## config.mk

```make
export PLATFORM = sky130hd
export DESIGN_NAME = pipelined_butterfly
export DESIGN_NICKNAME = d
export VERILOG_FILES = /design/src/rtl/pipelined_butterfly.sv
export SDC_FILE = /design/constraint.sdc
export NUM_CORES = 2
export LEC_CHECK = 0
export CAP_MARGIN = 10
export CORE_MARGIN = 2
export CORE_UTILIZATION = 45
export CTS_CLUSTER_DIAMETER = 60
export CTS_CLUSTER_SIZE = 30
export DETAILED_ROUTE_END_ITERATION = 16
export PLACE_DENSITY = 0.68
export SYNTH_ARGS = -nofsm -noshare
export SYNTH_HDL_FRONTEND = slang
export SYNTH_SLANG_ARGS = --single-unit
```

## constraint.sdc

```tcl
create_clock -name clk_i -period 13.6 [get_ports clk_i]
set_input_delay 2.04 -clock clk_i [delete_from_list [all_inputs] [get_ports clk_i]]
set_output_delay 2.04 -clock clk_i [all_outputs]
set_load 0.05 [all_outputs]
```

## src/rtl/pipelined_butterfly.sv

```systemverilog
// Three-stage radix-2 DIT butterfly: a_o = a + W*b, b_o = a - W*b.
// Stage 1 forms the four partial products, stage 2 rounds and saturates the
// rotated b, stage 3 forms sum/difference with optional halving.
// A single global advance signal stalls every stage together.
module pipelined_butterfly #(
    parameter int DATA_WIDTH = 16,
    parameter int TW_WIDTH   = 16,
    parameter int FRAC_BITS  = 15
) (
    input  logic                         clk_i,
    input  logic                         rst_i,
    input  logic                         in_valid_i,
    output logic                         in_ready_o,
    input  logic signed [DATA_WIDTH-1:0] a_re_i,
    input  logic signed [DATA_WIDTH-1:0] a_im_i,
    input  logic signed [DATA_WIDTH-1:0] b_re_i,
    input  logic signed [DATA_WIDTH-1:0] b_im_i,
    input  logic signed [TW_WIDTH-1:0]   tw_re_i,
    input  logic signed [TW_WIDTH-1:0]   tw_im_i,
    input  logic                         inverse_i,
    input  logic                         scale_i,
    output logic                         out_valid_o,
    input  logic                         out_ready_i,
    output logic signed [DATA_WIDTH:0]   a_re_o,
    output logic signed [DATA_WIDTH:0]   a_im_o,
    output logic signed [DATA_WIDTH:0]   b_re_o,
    output logic signed [DATA_WIDTH:0]   b_im_o,
    output logic                         ovf_o
);

    localparam int DW = DATA_WIDTH;
    localparam int TW = TW_WIDTH;
    localparam int PW = DATA_WIDTH + TW_WIDTH;
    localparam int RW = PW + 1;
    localparam int OW = DATA_WIDTH + 1;

    localparam logic signed [TW-1:0] TW_MAX  = {1'b0, {(TW-1){1'b1}}};
    localparam logic signed [TW-1:0] TW_MIN  = {1'b1, {(TW-1){1'b0}}};
    localparam logic signed [RW-1:0] RND     = {{(RW-FRAC_BITS){1'b0}}, 1'b1, {(FRAC_BITS-1){1'b0}}};
    localparam logic signed [RW-1:0] SAT_MAX = {{(RW-DW+1){1'b0}}, {(DW-1){1'b1}}};
    localparam logic signed [RW-1:0] SAT_MIN = {{(RW-DW+1){1'b1}}, {(DW-1){1'b0}}};

    // Round half toward +inf, then clip to DW bits; returns {saturated, value}.
    function automatic logic [DW:0] round_sat(input logic signed [RW-1:0] rot);
        logic signed [RW-1:0] r;
        r = (rot + RND) >>> FRAC_BITS;
        if (r > SAT_MAX)
            round_sat = {1'b1, SAT_MAX[DW-1:0]};
        else if (r < SAT_MIN)
            round_sat = {1'b1, SAT_MIN[DW-1:0]};
        else
            round_sat = {1'b0, r[DW-1:0]};
    endfunction

    // (x + 1) >>> 1 without a wider intermediate: x>>>1 plus the dropped LSB.
    function automatic logic [OW-1:0] halve(input logic [OW-1:0] x, input logic en);
        if (en)
            halve = {x[OW-1], x[OW-1:1]} + {{(OW-1){1'b0}}, x[0]};
        else
            halve = x;
    endfunction

    logic advance;
    assign advance    = out_ready_i || !out_valid_o;
    assign in_ready_o = advance;

    // Conjugate for the inverse transform; -MIN would wrap, so clamp to +MAX.
    logic signed [TW-1:0] tw_im_eff;
    always_comb begin
        tw_im_eff = tw_im_i;
        if (inverse_i)
            tw_im_eff = (tw_im_i == TW_MIN) ? TW_MAX : -tw_im_i;
    end

    logic                 s1_valid, s1_scale;
    logic signed [PW-1:0] s1_rr, s1_ii, s1_ri, s1_ir;
    logic signed [DW-1:0] s1_a_re, s1_a_im;

    // Stage 1: full-precision partial products of b and the effective twiddle.
    always_ff @(posedge clk_i or posedge rst_i) begin
        if (rst_i) begin
            s1_valid <= 1'b0;
            s1_scale <= 1'b0;
            s1_rr    <= '0;
            s1_ii    <= '0;
            s1_ri    <= '0;
            s1_ir    <= '0;
            s1_a_re  <= '0;
            s1_a_im  <= '0;
        end else if (advance) begin
            s1_valid <= in_valid_i;
            s1_scale <= scale_i;
            s1_rr    <= PW'(b_re_i) * PW'(tw_re_i);
            s1_ii    <= PW'(b_im_i) * PW'(tw_im_eff);
            s1_ri    <= PW'(b_re_i) * PW'(tw_im_eff);
            s1_ir    <= PW'(b_im_i) * PW'(tw_re_i);
            s1_a_re  <= a_re_i;
            s1_a_im  <= a_im_i;
        end
    end

    logic signed [RW-1:0] rot_re, rot_im;
    logic        [DW:0]   sat_re, sat_im;
    assign rot_re = RW'(s1_rr) - RW'(s1_ii);
    assign rot_im = RW'(s1_ri) + RW'(s1_ir);
    assign sat_re = round_sat(rot_re);
    assign sat_im = round_sat(rot_im);

    logic                 s2_valid, s2_scale, s2_ovf;
    logic signed [DW-1:0] s2_b_re, s2_b_im, s2_a_re, s2_a_im;

    // Stage 2: rounded, saturated rotation of b plus its overflow flag.
    always_ff @(posedge clk_i or posedge rst_i) begin
        if (rst_i) begin
            s2_valid <= 1'b0;
            s2_scale <= 1'b0;
            s2_ovf   <= 1'b0;
            s2_b_re  <= '0;
            s2_b_im  <= '0;
            s2_a_re  <= '0;
            s2_a_im  <= '0;
        end else if (advance) begin
            s2_valid <= s1_valid;
            s2_scale <= s1_scale;
            s2_ovf   <= sat_re[DW] | sat_im[DW];
            s2_b_re  <= sat_re[DW-1:0];
            s2_b_im  <= sat_im[DW-1:0];
            s2_a_re  <= s1_a_re;
            s2_a_im  <= s1_a_im;
        end
    end

    logic [OW-1:0] sum_re, sum_im, dif_re, dif_im;
    assign sum_re = {s2_a_re[DW-1], s2_a_re} + {s2_b_re[DW-1], s2_b_re};
    assign sum_im = {s2_a_im[DW-1], s2_a_im} + {s2_b_im[DW-1], s2_b_im};
    assign dif_re = {s2_a_re[DW-1], s2_a_re} - {s2_b_re[DW-1], s2_b_re};
    assign dif_im = {s2_a_im[DW-1], s2_a_im} - {s2_b_im[DW-1], s2_b_im};

    // Stage 3: butterfly sum/difference, optionally halved, into the outputs.
    always_ff @(posedge clk_i or posedge rst_i) begin
        if (rst_i) begin
            out_valid_o <= 1'b0;
            ovf_o       <= 1'b0;
            a_re_o      <= '0;
            a_im_o      <= '0;
            b_re_o      <= '0;
            b_im_o      <= '0;
        end else if (advance) begin
            out_valid_o <= s2_valid;
            ovf_o       <= s2_ovf;
            a_re_o      <= halve(sum_re, s2_scale);
            a_im_o      <= halve(sum_im, s2_scale);
            b_re_o      <= halve(dif_re, s2_scale);
            b_im_o      <= halve(dif_im, s2_scale);
        end
    end

endmodule

```

==> summary.md <==
| Metric | Value |
|---|---|
| Synth area leaders | fa_1, dfrtp_1, ha_1 |
| Post-Syn Nets | 8218 |
| Post-Syn Instances | 6541 |
| I/O pins | 173 |
| Final Routed Wirelength | 152100 um |
| Slew headroom | 33.64% |
| Root Driver | clkbuf_16 |
| Fin crit period | 11.71 ns |
| Total number of vias | 43730 |
| Setup WS pre-CTS | 1.420 ns |
| Num CTS Buffers | 26 |
| Skew-Pair Late Insertion Delay | 0.60 ns |
| Prevailing post-synth register cell | dfrtp_1 |
| Number of max-cap violations | 0 |
| Fin nets | 8187 |
| CTS hold repair buffers | 0 |
| First drt pass iteration count | 6 |
| Initial core utilization | 45.34% |
| Total gr overflow | 0 |
| Global-route wire length before repair | 246900 um |
| Hold crit path type | reg2reg |
| Wire per inst | 18.56 um |
| RR Endpoint | s2_b_im[8] |
| Clock slew at reported path FFs | 0.08 ns |
| Initial antenna violation count | 9 |
| Post-synth EDFFs | 0 |
| Seq/Total Area, Yosys | 12.94% |
| Crit path launch type | input pin |
| Hold path cells | 2 |
| Detail Route Antenna Nets | 0 |
| Critical Path Max Stage Delay | 0.73 ns |
| Critical Path Start | tw_im_i[0] |
| Final HPWL from detailed placement | 120800 um |
| Number of distinct library cells after synthesis | 80 |
| GP Congestion | 0.9034 |
| Fin crit share | 86.09% |
| Top cell type's share of synthesized area | 36.43% |
| Peak Freq | 85.41 MHz |
| TritonCTS clock tree | built |
| Port buffer count | 172 |
| Post-CTS sizing | 0 |
| Setup_tns | 0 ns |
| Mapped Area | 57810 um^2 |
| WP data required | 14.03 ns |
| Max clock buf depth | 3 |
| Endpoint class of the critical path | flop |
| Postcts setup bufs | 0 |
| Core Area | 127500 um^2 |
| Worst R2R Setup Slack | 9.29 ns |
| Final Hold Viols | 0 |
| Die W | 362.4 um |
| RR Startpoint | s1_ri[7] |
| Clock Skews | 0.03385 ns |
| Die Height | 362.4 um |
| Syn-to-layout area delta | 7.347% |
| Clock Sinks | 299 |
| Final core occ | 48.67% |
| Crit Path Class | in2reg |
| Final setup slack of the worst path | 1.892 ns |
| DR iter-0 viols | 3036 |
| Die ar. | 131400 um^2 |
| Ys async rst share | 100.0% |
| Worst Reg-to-Reg Cells | 13 |
| Layout cells sized above 1 | 2.833% |
| RSZ-0062 raised after global routing | no |
| Synth warn | 0 |
| Post-synth top area cell | fa_1 |
| Crit path max-delay cell type | o21ai_2 |
| Origin of the worst min-delay path | s1_a_re[8] |
| Actual slew at the worst max-slew pin | 0.9923 ns |
| H-tree levels | 1 |
| Worst Path Arrival | 12.14 ns |
| Run status | finished, final reports clean |
| Gr usage total | 23.58% |
| Worst Path Max Fanout | 19 |
| Avg Cell Area, Syn | 8.839 um^2 |
| Hold endpoint | s1_a_re[8] |
| Vias in the first global route | 45700 |
| Post-route DRC | 0 |
| Row cnt | 131 |
| Pin count of the biggest net entering global routing | 168 |
| DR vias/cell | 5.337 |
| Final setup violation count | 0 |
| Number of synthesized register bits | 299 |
| Slew Viols, Final | 0 |
[how the worst max path moves through the flow]
| stage | endpoint | slack [ns] | depth (start not counted) |
|---|---|---|---|
| final | s1_ii[30] | 1.89 | 36 |
| after global routing | s1_ii[31] | 1.18 | 36 |
| after CTS | s1_ii[30] | 2.04 | 36 |
| after detailed placement | s1_ii[30] | 1.42 | 36 |
| after global placement | s1_ii[30] | 1.70 | 36 |
| after floorplan | a_im_o[0] | 3.30 | 1 |
[logic make-up after synthesis]
| kind of cell | Yosys count | synth area share (%) |
|---|---|---|
| and+or+nand+nor | 2000 | 16.11 |
| xor gates and xnor gates | 219 | 3.318 |
| buffers and inverters | 1577 | 10.28 |
| AOI/OAI and AO/OA | 858 | 9.382 |
| adders and majority gates | 1575 | 47.75 |
| DFF | 299 | 12.94 |
| muxes | 13 | 0.2294 |
[state kept, by name (all words and copies together), names as in the netlist, 16 cells and up]
signal   flops
s1_rr       32
s1_ri       32
s2_a_im     16
s2_b_im     16
a_re_o      17
s1_ii       32
b_re_o      17
s2_b_re     16
s2_a_re     16
a_im_o      17
s1_ir       32
b_im_o      17
s1_a_im     16
s1_a_re     16
[stage by stage]
stage / hold WS (ns) / instances / instance area, um^2
2_1_floorplan: 0.4300 / 6541 / 57810
3_3_place_gp: 0.4470 / 8144 / 61080
3_5_place_dp: 0.4577 / 8144 / 61080
4_1_cts: 0.4741 / 8192 / 62060
5_1_grt: 0.4952 / 8192 / 62060
6_report: 0.4717 / 8193 / 62060
[synthesized netlist by cell type (58+ instances only)]
master	count
inv_1	1272
fa_1	1052
nand2_1	1030
ha_1	523
and2_1	390
dfrtp_1	299
clkbuf_1	292
nor2_1	230
a21oi_1	228
o21ai_0	226
xnor2_1	148
a21o_1	83
xor2_1	71
nand2b_1	66
nor3_1	58
[cells in the final DEF (no fill, tap or decap), drive strengths merged, types with 7 or more instances in the layout]
master         Yosys  final
nor3              58     58
o21bai            27     27
fa              1052   1052
o21ai            237    237
a21o              83     83
o21a              30     30
a41oi              7      7
or3               26     26
nand3b             9      9
nand3             52     52
o31ai             22     22
clkdlybuf4s50      0    164
clkbuf           292     27
o311ai             7      7
dfrtp            299    299
a21boi             9      9
o211ai            13     13
a31oi             48     48
a31o              10     10
xor2              71     71
and3              20     20
a211oi            45     45
nor2             230    230
a21oi            230    230
nand4             13     13
mux2i             11     11
a221o             16     16
xnor2            148    148
nor2b             51     51
and4               8      8
ha               523    523
and2             390    390
a32oi             14     14
nand2b            66     66
inv             1272   1285
buf               13     82
or2               18     18
nand2           1030   1030
[layer usage]
layer  up-vias  global-route usage, %  wire [um]
li1      20100                      -          -
met1     21930                  31.53      63940
met2      1413                  39.93      72320
met3       283                  3.711      11360
met4        10                  6.078       4406
met5         -                      0         68
[critical path, delay by kind of cell]
kind / cells / cell delay (ns)
AO/OA/AOI/OAI: 12 / 3.24
buffers and inverters: 8 / 1.19
XOR/XNOR: 1 / 0.13
AND/OR/NAND/NOR: 7 / 2.01
adder cells (fa/ha/maj): 8 / 3.50
[layout make-up]
type,count,area [um^2]
Tap cell,1662,2079
Sequential cell,299,7483
Multi-Input combinational cell,4665,44470
Timing Repair Buffer,246,2262
Antenna cell,1,2.502
Clock inverter,21,315.3
Clock buffer,27,664.4
Inverter,1272,4790
Fill cell,12110,65460
Power is left out: the tool's default activity adds up to more than one toggle a clock period on the data nets, which glitch-free logic cannot reach.
